<file path="src/rtl/hpu_axil_regs.sv">
`default_nettype none
// ============================================================================
// hpu_axil_regs : AXI4-Lite register file for the HPU control plane
//   reg0 control (self-clearing), reg1 status, reg2.. parameter words.
// Revision: 1.0
// ============================================================================
module hpu_axil_regs #(
    parameter int ADDR_W   = 12,
    parameter int NUM_REGS = 8,
    parameter int CTRL_W   = 3
) (
    input  logic                       clk,
    input  logic                       rst,
    input  logic [ADDR_W-1:0]          S_AXI_AWADDR,
    input  logic                       S_AXI_AWVALID,
    output logic                       S_AXI_AWREADY,
    input  logic [31:0]                S_AXI_WDATA,
    input  logic [3:0]                 S_AXI_WSTRB,
    input  logic                       S_AXI_WVALID,
    output logic                       S_AXI_WREADY,
    output logic [1:0]                 S_AXI_BRESP,
    output logic                       S_AXI_BVALID,
    input  logic                       S_AXI_BREADY,
    input  logic [ADDR_W-1:0]          S_AXI_ARADDR,
    input  logic                       S_AXI_ARVALID,
    output logic                       S_AXI_ARREADY,
    output logic [31:0]                S_AXI_RDATA,
    output logic [1:0]                 S_AXI_RRESP,
    output logic                       S_AXI_RVALID,
    input  logic                       S_AXI_RREADY,
    input  logic [31:0]                hw_status,
    input  logic [CTRL_W-1:0]          ctrl_clr,
    output logic [CTRL_W-1:0]          ctrl_o,
    output logic [32*(NUM_REGS-2)-1:0] param_o,
    output logic [NUM_REGS-1:0]        wr_pulse
);

    localparam int IDX_W = ADDR_W - 2;
    localparam int NPAR  = NUM_REGS - 2;

    localparam logic [2:0] S_IDLE   = 3'd0;
    localparam logic [2:0] S_GOT_AW = 3'd1;
    localparam logic [2:0] S_GOT_W  = 3'd2;
    localparam logic [2:0] S_RESP   = 3'd3;
    localparam logic [2:0] S_RADDR  = 3'd4;
    localparam logic [2:0] S_RDATA  = 3'd5;

    logic [2:0]          state;
    logic                committed;
    logic [IDX_W-1:0]    aw_idx;
    logic [IDX_W-1:0]    ar_idx;
    logic [31:0]         wdata;
    logic [3:0]          wstrb;
    logic [CTRL_W-1:0]   ctrl;
    logic [31:0]         params [NPAR];
    logic [31:0]         rdata;
    logic [1:0]          rresp;
    logic [31:0]         merged;
    logic [NUM_REGS-1:0] wr_sel;
    logic                aw_hs;
    logic                w_hs;
    logic                ar_hs;
    logic                do_commit;
    logic [3:0]          unused_addr_lsbs;

    assign unused_addr_lsbs = {S_AXI_AWADDR[1:0], S_AXI_ARADDR[1:0]};

    function automatic logic in_range(input logic [IDX_W-1:0] i);
        return 32'(i) < $unsigned(NUM_REGS);
    endfunction

    function automatic logic [31:0] read_word(input logic [IDX_W-1:0] i);
        logic [31:0] v;
        v = '0;
        if (i == '0)
            v = 32'(ctrl);
        else if (i == IDX_W'(1))
            v = hw_status;
        for (int k = 0; k < NPAR; k++)
            if (i == IDX_W'(k + 2))
                v = params[k];
        return v;
    endfunction

    assign S_AXI_AWREADY = (state == S_IDLE) || (state == S_GOT_W);
    assign S_AXI_WREADY  = (state == S_IDLE) || (state == S_GOT_AW);
    assign S_AXI_ARREADY = (state == S_IDLE) && !S_AXI_AWVALID && !S_AXI_WVALID;
    assign S_AXI_BVALID  = (state == S_RESP);
    assign S_AXI_BRESP   = (S_AXI_BVALID && !in_range(aw_idx)) ? 2'b10 : 2'b00;
    assign S_AXI_RVALID  = (state == S_RDATA);
    assign S_AXI_RDATA   = rdata;
    assign S_AXI_RRESP   = rresp;

    assign aw_hs     = S_AXI_AWVALID && S_AXI_AWREADY;
    assign w_hs      = S_AXI_WVALID && S_AXI_WREADY;
    assign ar_hs     = S_AXI_ARVALID && S_AXI_ARREADY;
    // The write lands only once, on the edge that ends the first RESP cycle.
    assign do_commit = (state == S_RESP) && !committed;

    always_comb begin
        merged = read_word(aw_idx);
        for (int b = 0; b < 4; b++)
            if (wstrb[b])
                merged[8*b +: 8] = wdata[8*b +: 8];
    end

    // Status word is read-only, and out-of-range indices never match any k.
    always_comb begin
        wr_sel = '0;
        for (int k = 0; k < NUM_REGS; k++)
            wr_sel[k] = (k != 1) && (aw_idx == IDX_W'(k));
    end

    always_ff @(posedge clk) begin
        if (rst) begin
            state     <= S_IDLE;
            committed <= 1'b0;
            aw_idx    <= '0;
            ar_idx    <= '0;
            wdata     <= '0;
            wstrb     <= '0;
            ctrl      <= '0;
            rdata     <= '0;
            rresp     <= 2'b00;
            wr_pulse  <= '0;
            for (int k = 0; k < NPAR; k++)
                params[k] <= '0;
        end else begin
            committed <= (state == S_RESP);
            wr_pulse  <= do_commit ? wr_sel : '0;

            case (state)
                S_IDLE: begin
                    if (S_AXI_AWVALID && S_AXI_WVALID) state <= S_RESP;
                    else if (S_AXI_AWVALID)            state <= S_GOT_AW;
                    else if (S_AXI_WVALID)             state <= S_GOT_W;
                    else if (S_AXI_ARVALID)            state <= S_RADDR;
                end
                S_GOT_AW: if (S_AXI_WVALID)  state <= S_RESP;
                S_GOT_W:  if (S_AXI_AWVALID) state <= S_RESP;
                S_RESP:   if (S_AXI_BREADY)  state <= S_IDLE;
                S_RADDR: begin
                    state <= S_RDATA;
                    rdata <= read_word(ar_idx);
                    rresp <= in_range(ar_idx) ? 2'b00 : 2'b10;
                end
                S_RDATA:  if (S_AXI_RREADY)  state <= S_IDLE;
                default:  state <= S_IDLE;
            endcase

            if (aw_hs)
                aw_idx <= S_AXI_AWADDR[ADDR_W-1:2];
            if (w_hs) begin
                wdata <= S_AXI_WDATA;
                wstrb <= S_AXI_WSTRB;
            end
            if (ar_hs)
                ar_idx <= S_AXI_ARADDR[ADDR_W-1:2];

            // A bus write to reg0 overrides a hardware clear on the same edge.
            if (do_commit && wr_sel[0])
                ctrl <= merged[CTRL_W-1:0];
            else
                ctrl <= ctrl & ~ctrl_clr;

            for (int k = 0; k < NPAR; k++)
                if (do_commit && wr_sel[k+2])
                    params[k] <= merged;
        end
    end

    assign ctrl_o = ctrl;

    generate
        for (genvar g = 0; g < NPAR; g++) begin : g_param
            assign param_o[32*g +: 32] = params[g];
        end
    endgenerate

endmodule
`default_nettype wire

</file>
<file path="config.mk">
export PLATFORM = sky130hd
export DESIGN_NAME = hpu_axil_regs
export DESIGN_NICKNAME = d
export VERILOG_FILES = /design/src/rtl/hpu_axil_regs.sv
export SDC_FILE = /design/constraint.sdc
export NUM_CORES = 1
export LEC_CHECK = 0
export ABC_AREA = 0
export CELL_PAD_IN_SITES_DETAIL_PLACEMENT = 2
export CELL_PAD_IN_SITES_GLOBAL_PLACEMENT = 2
export CORE_ASPECT_RATIO = 1.25
export CORE_MARGIN = 3
export CORE_UTILIZATION = 34
export CTS_BUF_LIST = sky130_fd_sc_hd__clkbuf_8
export CTS_CLUSTER_SIZE = 14
export DETAILED_ROUTE_END_ITERATION = 10
export GPL_ROUTABILITY_DRIVEN = 0
export GPL_TIMING_DRIVEN = 0
export PLACE_DENSITY_LB_ADDON = 0.3
export SYNTH_ARGS = -nofsm -noshare
export SYNTH_HDL_FRONTEND = slang
export SYNTH_SLANG_ARGS = --single-unit
</file>
<file path="constraint.sdc">
create_clock -name clk -period 8.4 [get_ports clk]
set_clock_uncertainty 0.05 [all_clocks]
set_input_delay 2.1 -clock clk [delete_from_list [all_inputs] [get_ports clk]]
set_output_delay 2.1 -clock clk [all_outputs]
set_load 0.01 [all_outputs]
</file>
==> results.yml <==
cells_and_area:
  stdcell_area_um2: 20700
  final-seq-area_um2: 7830
  drive_gt1_share_pct: 8.29
  post-route-util_pct: 46.5
  mostFrequentLayoutCells: "338 x clkdlybuf4s50_1, 262 x nor2_1, 192 x edfxtp_1"
  area_growth_syn_to_layout_pct: 34.5
  multiInputGateArea_um2: 6890
  fin_nets: 2148
  final_common_cell: "clkdlybuf4s50_1"
  fillCellCount: 4797
setup_path:
  cp_slowest_stage_delay_ps: 760
  startpoint: "S_AXI_WVALID"
  crit_end: "S_AXI_ARREADY"
  worst_ep_required_time_ps: 6250
  cp.arrival_ps: 4370
  r2r_slack_ps: 4090
  cpMostUsedCell: "clkdlybuf4s50_1"
  worstRegToRegCells: 6
  r2r-end: "params[5][16]$_SDFFCE_PN0P_"
  r2r_start: "aw_idx[0]$_SDFFE_PP0P_"
  critPathCaptureType: "primary output"
  cp_max_fo: 10
  crit_chain: "clkdlybuf4s50_1, nor4b_1, clkbuf_1, clkdlybuf4s50_1"
  critPathSlowestCell: "nor4b_1"
  startpoint_type: "input port"
  crit_type: "in -> out"
timing:
  rsz0062_at_grt: "false"
  hold_viol_final: 0
  slew_violations: 0
  setup_viol: 0
  timing.hold.ws_ps: 414
  fin_setup_tns_ps: 0
  period_share_pct: 77.6
  tightestPinTransition_ps: 1330
  slew_headroom_pct: 11.3
  fmax_ghz: 0.153
  min_period_ps: 6520
cts:
  cts.sinks: 295
  cts_setup_buffers: 0
  h-tree-depth: 2
  cts_buffer_depth: 3
  cts_hold_buf: 0
  ctsResizeCount: 0
  root_buffer: "clkbuf_8"
  cts_tree: "done"
  clkTransAtPathRegs_ps: 60
  cts_buffers: 50
  clk_latency_ps: 680
synthesis:
  synth_top_area_share_pct: 37.5
  synth_area_um2: 15400
  netlist_instances: 1649
  yosysSeqAreaShare_pct: 50.9
  async_flop_share_pct: 0
  synthDistinctLibCells: 73
  ys_ff_latch: 295
  yosys_warnings: 0
  ys_top_cells_by_area: "edfxtp_1 37%, dfxtp_1 13%, nor2_1 6.4%, nand2_1 4.4%, a21oi_1 4.0%"
  syn_area_per_cell_um2: 9.33
  yosysTopAreaCell: "edfxtp_1"
  synthFlopType: "edfxtp_1"
  synth_edf_count: 192
global_route:
  grt_pass1_vias: 18603
  grt_max_degree: 33
  track_usage_pct: 38.2
  grt-ovfl-total: 0
  grt_pass1_wl_mm: 133
  grt_antenna_before_repair: 5
routing:
  ant_nets: 0
  initialDrtViolationCount: 2215
  vias: 17608
  viasPerCell: 6.60
  drc: 0
  firstDrtPassIters: 8
  routedWlPerCell_um: 35.6
  wl_mm: 94.8
floorplan:
  initial_core_util_pct: 34.6
  io_pins: 346
  core_region_area_um2: 44400
  die_h_um: 244
  rows: 86
  die_w_um: 196
  dieArea_um2: 47800
flow_run:
  max_cap_violations: 0
power_and_ir_drop:
  p_per_area_nw_per_um2: 191
  irDropWorstVdd_v: 0.000100
  leakage_nw: 7.35
place:
  portBuffers: 338
  place_area_um2: 19600
  dp_hpwl_mm: 67.9
status:
  outcome: "finished, final reports clean"
min_path:
  hp-class: "reg -> reg"
## report_power, final
group,total [mW],internal [mW],switching (mW)
clock network,1.40,0.716,0.686
registers,1.69,1.61,0.0814
logic,0.852,0.272,0.580
total,3.94,2.59,1.35
## synthesized netlist by cell type, drive strengths merged, types with 4 or more instances
cell type,count
a2111oi,4
nand3b,6
dfxtp,103
o2111a,4
a21o,15
o221ai,10
nor2b,10
clkbuf,108
edfxtp,192
a211oi,6
and3,54
o2bb2ai,11
a221o,5
or3,9
nor3,30
mux2,31
o211ai,49
or2,4
nor2,262
mux2i,27
a21oi,131
nand4,14
a22oi,12
o2111ai,19
a31oi,27
a2bb2oi,12
o21bai,5
o31ai,21
a22o,9
o21ai,39
o22ai,48
buf,39
inv,23
nor3b,5
a221oi,4
nand2,180
nand3,65
nand2b,10
nor4,9
## critical path: cells and delay by family
family,cells,cell delay (ps)
and+or+nand+nor,1,760
buffers and inverters,3,1510
## metal layers
layer	global-route usage (%)	share of wire [%]	routed length (um)	vias to the layer above
met5	0	0.011	10	-
met1	45.1	35	32800	8751
met3	9.43	11	10700	464
met2	60.1	45	42600	1471
li1	-	-	-	6920
met4	28.7	9.1	8670	2
## cell families after synthesis
kind of cell    after synthesis  synth area share [%]
mux                          59                  4.17
other cells                   1                0.0244
buf+inv                     171                  4.58
flops                       295                  50.9
compound gates              456                  20.4
simple gates                667                  19.9
## state kept, by name, indices dropped and copies added, names as in the netlist
name and flops:
wstrb 4, params 192, committed 1, state 3, ctrl_o 3, aw_idx 10, S_AXI_RDATA 32, wr_pulse 7
S_AXI_RRESP 1, ar_idx 10, wdata 32
## metrics by stage
stage / std cells / setup slack, ps / power, mW
2_1_floorplan: 1651 / 3240 / 2.08
3_3_place_gp: 2561 / 1920 / 2.48
3_5_place_dp: 2566 / 1900 / 2.52
4_1_cts: 2660 / 1880 / 3.89
5_1_grt: 2661 / 1680 / 4.02
6_report: 2666 / 1880 / 3.94
## cell type report
type	instances	area share [%]
clock inverter	37	1.17
timing repair buffer	343	16.9
multi-input combinational	1185	33.3
buffer	147	2.97
tap	572	3.46
inverter	24	0.436
sequential	295	37.9
clock buffer	57	3.79
antenna	6	0.0726
## worst min path at each step
stage,start,endpoint,slack (ps),cells after the start
finish,S_AXI_RDATA[5]$_SDFFE_PP0N_,S_AXI_RDATA[5]$_SDFFE_PP0N_,410,2
floorplan,ar_idx[4]$_SDFFE_PP0P_,ar_idx[4]$_SDFFE_PP0P_,390,2
global route,ar_idx[9]$_SDFFE_PP0P_,ar_idx[9]$_SDFFE_PP0P_,430,2
global placement,ar_idx[4]$_SDFFE_PP0P_,ar_idx[4]$_SDFFE_PP0P_,390,2
detailed placement,S_AXI_RDATA[5]$_SDFFE_PP0N_,S_AXI_RDATA[5]$_SDFFE_PP0N_,400,2
CTS,S_AXI_RDATA[5]$_SDFFE_PP0N_,S_AXI_RDATA[5]$_SDFFE_PP0N_,410,2
(Power assumes the default switching activity.)
